### config.mk
export PLATFORM = sky130hd
export DESIGN_NAME = ce_countdown_timer
export DESIGN_NICKNAME = d
export VERILOG_FILES = /design/src/rtl/ce_countdown_timer_pkg.sv /design/src/rtl/ce_prescaler.sv /design/src/rtl/ce_countdown_timer.sv
export SDC_FILE = /design/constraint.sdc
export NUM_CORES = 1
export LEC_CHECK = 0
export ABC_CLOCK_PERIOD_IN_PS = 1700
export CAP_MARGIN = 20
export CORE_MARGIN = 5
export CORE_UTILIZATION = 30
export CTS_CLUSTER_DIAMETER = 80
export DETAILED_ROUTE_END_ITERATION = 10
export GPL_TIMING_DRIVEN = 0
export PLACE_DENSITY = 0.62
export SLEW_MARGIN = 20
export SYNTH_ARGS = -nofsm -noshare
export SYNTH_HDL_FRONTEND = slang
export SYNTH_SLANG_ARGS = --single-unit
### constraint.sdc
create_clock -name CLK -period 1.7 [get_ports CLK]
set_clock_uncertainty 0.2 [all_clocks]
set_input_delay 0.17 -clock CLK [delete_from_list [all_inputs] [get_ports CLK]]
set_output_delay 0.17 -clock CLK [all_outputs]
set_load 0.01 [all_outputs]
### src/rtl/ce_countdown_timer_pkg.sv
// Shared definitions for the CE countdown timer: FSM state encoding and
// the ceiling-log2 helper used to size the prescaler.
package ce_countdown_timer_pkg;

    typedef enum logic [1:0] {
        IDLE = 2'd0,
        RUN  = 2'd1,
        FIN  = 2'd2
    } state_t;

    function automatic int unsigned clog2(input int unsigned value);
        int unsigned result;
        result = 0;
        for (int unsigned v = value - 1; v > 0; v = v >> 1) begin
            result = result + 1;
        end
        return result;
    endfunction

endpackage

### src/rtl/ce_prescaler.sv
// Prescaler for the countdown timer: counts clocks while EN and emits a
// one-cycle TICK every PRESCALE clocks; CLR restarts the period.
module ce_prescaler
    import ce_countdown_timer_pkg::*;
#(
    parameter int unsigned PRESCALE = 3
) (
    input  logic CLK,
    input  logic RST,
    input  logic CLR,
    input  logic EN,
    output logic TICK
);

    localparam int unsigned       PRE_W   = clog2(PRESCALE);
    localparam logic [PRE_W-1:0]  PRE_MAX = PRE_W'(PRESCALE - 1);

    logic [PRE_W-1:0] pre;

    always_ff @(posedge CLK or posedge RST) begin
        if (RST) begin
            pre <= '0;
        end else if (CLR) begin
            pre <= '0;
        end else if (EN) begin
            pre <= (pre == PRE_MAX) ? '0 : pre + PRE_W'(1);
        end
    end

    // TICK is independent of CLR: a START/STOP on the terminal count still ticks.
    assign TICK = EN && (pre == PRE_MAX);

endmodule

### src/rtl/ce_countdown_timer.sv
// Loadable down-counter with internal CE generation and a one-cycle DONE
// pulse. Optional macro AUTO_RELOAD_EN makes FIN reload IN and keep running.
module ce_countdown_timer
    import ce_countdown_timer_pkg::*;
#(
    parameter int unsigned WIDTH    = 4,
    parameter int unsigned PRESCALE = 3
) (
    input  logic             CLK,
    input  logic             RST,
    input  logic             START,
    input  logic             STOP,
    input  logic [WIDTH-1:0] IN,
    output logic [WIDTH-1:0] OUT,
    output logic             CE,
    output logic             BUSY,
    output logic             DONE
);

    state_t state;
    logic   pre_clr;
    logic   tick;

    // Prescaler is held at zero outside RUN and restarted by START/STOP in RUN.
    assign pre_clr = (state != RUN) || START || STOP;

    ce_prescaler #(
        .PRESCALE (PRESCALE)
    ) u_prescaler (
        .CLK  (CLK),
        .RST  (RST),
        .CLR  (pre_clr),
        .EN   (state == RUN),
        .TICK (tick)
    );

    always_ff @(posedge CLK or posedge RST) begin
        if (RST) begin
            state <= IDLE;
            OUT   <= '0;
        end else begin
            case (state)
                IDLE: begin
                    if (START) begin
                        OUT   <= IN;
                        state <= (IN == '0) ? FIN : RUN;
                    end
                end
                RUN: begin
                    if (STOP) begin
                        state <= IDLE;
                    end else if (START) begin
                        OUT   <= IN;
                        state <= (IN == '0) ? FIN : RUN;
                    end else if (tick) begin
                        OUT <= OUT - WIDTH'(1);
                        if (OUT == WIDTH'(1)) begin
                            state <= FIN;
                        end
                    end
                end
                FIN: begin
`ifdef AUTO_RELOAD_EN
                    OUT   <= IN;
                    state <= (IN == '0) ? IDLE : RUN;
`else
                    state <= IDLE;
`endif
                end
                default: begin
                    state <= IDLE;
                end
            endcase
        end
    end

    assign CE   = tick;
    assign BUSY = (state == RUN);
    assign DONE = (state == FIN);

endmodule

Yosys cells after proc, flatten, opt, wreduce, memory -nomap -nowiden
Index checks and enable logic that the tools add are counted.
W data, S select, Z words.
{"block": "classes", "add_sub_neg": 2, "multipliers": 0, "div_mod_pow": 0, "n_lt_le_gt_ge": 0, "eq_ne": 10, "n_shift": 0, "muxes": 15, "n_bitwise": 0, "n_reduce_logical": 9}
{"operator": "$mux W2", "count": 9}
{"operator": "$mux W4", "count": 4}
{"operator": "$ne A4 B4 Y1 const B", "count": 2}
{"operator": "$pmux W4 S2", "count": 1}
{"operator": "$eq A2 B2 Y1 const B", "count": 2}
{"operator": "$eq A4 B1 Y1 const B", "count": 1}
{"operator": "$logic_not A4 Y1", "count": 1}
{"operator": "$ne A2 B2 Y1 const B", "count": 2}
{"operator": "$pmux W2 S2", "count": 1}
{"operator": "$reduce_and A4 Y1", "count": 1}
{"operator": "$reduce_bool A2 Y1", "count": 2}
{"operator": "$sub A4 B1 Y4 const B", "count": 1}
{"operator": "$ne A3 B3 Y1 const B", "count": 1}
{"operator": "$reduce_and A3 Y1", "count": 1}
{"operator": "$add A2 B1 Y2 const B", "count": 1}
{"operator": "$eq A2 B1 Y1 const B", "count": 1}
{"operator": "$logic_not A2 Y1", "count": 1}
{"operator": "$logic_or A1 B1 Y1", "count": 2}
{"operator": "$ne A2 B1 Y1 const B", "count": 1}
{"operator": "$logic_and A1 B1 Y1", "count": 1}
{"block": "totals", "regBits": 8, "latch_bits": 0, "ramBits": 0, "rom_bits": 0, "inputBits": 8, "wordCells": 39, "memories": 0}

Longest topological paths before layout
{"block": "logic_depth", "word_depth": 6, "mapped_depth": 5, "mapped_depth_nobuf": 5}

Modules after synthesis
A second synthesis with hierarchy kept.
{"block": "unflattened", "hier_cells": 60, "area_unflattened_um2": 541.8}
{"module": "ce_countdown_timer", "instances": 1, "cells_per_inst": 49, "area_per_inst_um2": 441.7, "seq_area_each_um2": 150.1}
{"module": "ce_prescaler", "instances": 1, "cells_per_inst": 11, "area_per_inst_um2": 100.1, "seq_area_each_um2": 50.0}

Worst setup path before layout
OpenSTA, ideal clock, no wires.
{"block": "synth_timing", "path_kind": "reg2reg", "startpoint": "reg OUT[0]", "endpoint": "reg OUT[3]", "t_arrival_ns": 1.151, "required_time_ns": 1.367, "setup_slack_ns": 0.216, "stages_incl_launch_ff": 4, "path_buffers": 0, "period_less_slack_ns": 1.484, "path_cell_list": "dfrtp_1 or4b_1 mux2i_1 a22oi_1"}
{"block": "synth_between", "elab_chain_len": 5}
{"element": "from (decl)", "line_no": "ce_countdown_timer.sv:14", "source": "output logic [WIDTH-1:0] OUT,"}
{"element": "from (signal assigned)", "line_no": "ce_countdown_timer.sv:56", "source": "OUT <= OUT - WIDTH'(1);"}
{"element": "$sub A4 B1 Y4", "line_no": "ce_countdown_timer.sv:56"}
{"element": "$mux W4", "line_no": "ce_countdown_timer.sv:55", "source": "end else if (tick) begin"}
{"element": "$mux W4", "line_no": "ce_countdown_timer.sv:52", "source": "end else if (START) begin"}
{"element": "$mux W4", "line_no": "ce_countdown_timer.sv:50", "source": "if (STOP) begin"}
{"element": "$pmux W4 S2", "line_no": "ce_countdown_timer.sv:42", "source": "case (state)"}
No other way between the ends. The select of a mux whose other input is x is not followed.
A chain may end at the register's enable or synchronous reset.

Final worst setup path
{"block": "layout_timing", "startpoint": "reg state[1]", "endpoint": "reg state[0]"}
{"block": "layout_between", "elab_chain_len": 4, "elab_cells_between_ends": 8}
{"element": "from (decl)", "line_no": "ce_countdown_timer.sv:20", "source": "state_t state;"}
{"element": "from (signal assigned)", "line_no": "ce_countdown_timer.sv:46", "source": "state <= (IN == '0) ? FIN : RUN;"}
{"element": "from (signal assigned)", "line_no": "ce_countdown_timer.sv:54", "source": "state <= (IN == '0) ? FIN : RUN;"}
{"element": "$eq A2 B1 Y1", "line_no": "ce_countdown_timer.sv:33, ce_countdown_timer.sv:42"}
{"element": "$logic_and A1 B1 Y1", "line_no": "ce_prescaler.sv:31", "source": "assign TICK = EN && (pre == PRE_MAX);"}
{"element": "$ne A4 B4 Y1 (no line)"}
{"element": "$reduce_and A3 Y1 (no line)"}
Several ways; a longest one is shown, not always the timed one.

==> key figures <==
Drt
  – Iter 0 DRT Violations: 11
  – Post-DR vias/cell: 5.08
  – Vias: approximately 500
  – Drt pass-1 iters: 4
  – Final WL: approximately 1200 um
  – Antenna Nets Post-Route: 0
  – Remaining DRCs: 0
  – Drt wl/cell: ~12 um

Power
  – Reported net switching power: 0.179 mW
  – Leak Pwr: approximately 0.33 nW
  – Switching part of the total: approximately 30%
  – Max rail drop VDD: 0.281 mV
  – Comb power frac: 35.3%
  – Clock power frac: 22.7%
  – PD cells: 763 nW/um^2
  – Total power: between 0.5 and 0.6 mW
  – Sequential share of power: 42.0%
  – Pint: a little over 0.4 mW

Cells and area
  – Post-Layout Cell Count: 98
  – Final nets: 85
  – Core Util, Final: 44.9%
  – Most common cell after layout, fill and taps aside: clkdlybuf4s50_1
  – Area Overhead vs Synth: 43.6%
  – Layout cell share with drive strength beyond 1: 24.7%
  – # diodes: 0
  – Area of all placed cells without fillers: 774 sq um
  – Commonest cells after routing, fill and taps aside: 11 x clkdlybuf4s50_1, 6 x dfrtp_1, 6 x inv_1

STA
  – Fin crit share: 97.0%
  – Worst-Margin Slew: 461 ps
  – Relative slew slack: a little under 70%
  – Final Slew Violations: 0
  – Hold Fails Final Rpt: 0
  – RSZ-0062 raised after global routing: false
  – Sum Neg Setup Slack: 0 ps
  – Final hold slack: 276 ps
  – Setup-failing EPs final: 0
  – Post-layout min period: 1650 ps
  – Fmax: around 0.6 GHz
  – Setup ws final: between 50 and 60 ps

Place
  – Dpl ws: -109 ps
  – HPWL Detailed: between 900 and 1000 um
  – IO buf count: 14
  – Placer Congestion: 0.769
  – Placed cell area: 711 sq um
  – Placed cell count: 92

Yosys
  – Yosys top cell area share: 37.1%
  – Syn_area_per_cell: about 10 sq um
  – Top FF cell, synth: dfrtp_1
  – Yosys warns: 0
  – Post-synth top area cell: dfrtp_1
  – Unique masters post-synth: 29
  – Post-synth ARST share: 100%
  – Cells taking the most area after synthesis: dfrtp_1 37%, mux2i_1 7.4%, ha_1 4.6%
  – Seq/Total Area, Yosys: 37.1%
  – Mapped cell area: 539 sq um
  – Syn Inst Count: 53
  – Yosys reg bits: 8
  – Number of enable flip-flop cells after synthesis: 0
  – Net count after synthesis: 63

CTS
  – CTS Buffer Depth: 2
  – Root Driver: clkbuf_4
  – TritonCTS buffer count: 3
  – Clock slew at reported path FFs: 50 ps
  – H-tree Lvls: 1
  – CTS Sinks: 8
  – CTS tree: done
  – Worst skew pair latency: between 200 and 250 ps

Floorplan
  – DIE WIDTH: 52.4 um
  – Die area: 2750 sq um
  – Core Box Area: about 1700 sq um
  – FP Rows: 15
  – Die height: roughly 52 um
  – Top Ports: 15
  – Initial Util: 31.2%

Setup path
  – Worst Setup End Kind: flop
  – CP max FO: 5
  – Critical path class: reg -> reg
  – Critical Path RT: 1650 ps
  – Arr. time, crit path: 1600 ps
  – Type of origin of the critical path: flop

Global route
  – Vias in the first global route: 470
  – Remaining global-route overflow: 0
  – Initial antenna violation count: 0
  – Largest net degree at the start of global routing: 11
  – First-pass GRT wire length: ~2000 um
  – Global Route Usage Sum: 9.73%

Run
  – Max cap viols: 0

Outcome
  – Status: complete, no violations

Worst hold path
  – Hold Crit Class: reg -> reg
repair_timing:
action | CTS | global route
pin swaps | 0 | 0
resized for setup | 5 | 4
setup buffers | 2 | 0
endpoints found under the setup margin | 3 | 5
hold buffers | 1 | 0
hold endpoints to repair | 8 | 0
final cells by class:
| cell class | count | area (sq um) |
|---|---|---|
| buffer | 1 | 5.00 |
| clock buffer | 3 | 22.5 |
| fill | 185 | 952 |
| inverter | 6 | 22.5 |
| multi-input combinational | 38 | 328 |
| sequential | 8 | 203 |
| tap | 25 | 31.3 |
| timing repair buffer | 17 | 163 |
power groups by stage:
stage / registers (mW) / clock network [mW] / logic, mW
2_1_floorplan: 0.256 / 0 / 0.0977
3_3_place_gp: 0.254 / 0 / 0.193
3_5_place_dp: 0.253 / 0 / 0.195
4_1_cts: 0.248 / 0.140 / 0.203
5_1_grt: 0.254 / 0.146 / 0.231
6_report: 0.248 / 0.134 / 0.209
flip-flops by register name, summed over array words and instances, names as in the netlist:
signal,cells
OUT,4
state,2
u_prescaler.pre,2
logic make-up (layout without fill, tap and decap cells):
group / Yosys count / in the layout / share of synthesized area [%]
DFF: 8 / 8 / 37.1
and+or+nand+nor: 22 / 22 / 32.3
AOI/OAI and AO/OA: 10 / 10 / 13.5
buffers and inverters: 7 / 27 / 5.10
adders and majority gates: 2 / 2 / 4.64
muxes: 4 / 4 / 7.42
routing by layer:
metal,track usage (%),share of wire (%),vias up
li1,-,-,243
met1,11.7,45,239
met2,14.9,46,14
met3,4.56,7.0,2
met4,3.83,1.3,0
met5,0,0,-
worst max-delay path: stages, from the launching register on:
cell,delay (ps)
dfrtp_2,430
buf_4,160
or4b_4,570
o22ai_1,200
synth_stat cells (all sizes together), types with 2 or more instances:
master and n:
a22oi 2, ha 2, a21oi 2, dfrtp 8
and2b 2, inv 6, o221ai 2, nand3 2
nor3b 3, or4b 2, nor3 3, mux2i 4
nand2 2
worst paths after layout:
kind                                          from            endpoint  slack, ps  cells past startpoint
worst max-delay path                      state[1]            state[0]         50                      3
worst min-delay path            u_prescaler.pre[0]  u_prescaler.pre[0]        280                      1
worst max register to register            state[1]            state[0]         50                      3
worst min register to register  u_prescaler.pre[0]  u_prescaler.pre[0]        280                      1
max in group asynchronous                      RST            state[0]        550                      3
min in group asynchronous                      RST  u_prescaler.pre[0]        520                      3
(Power assumes the default switching activity.)
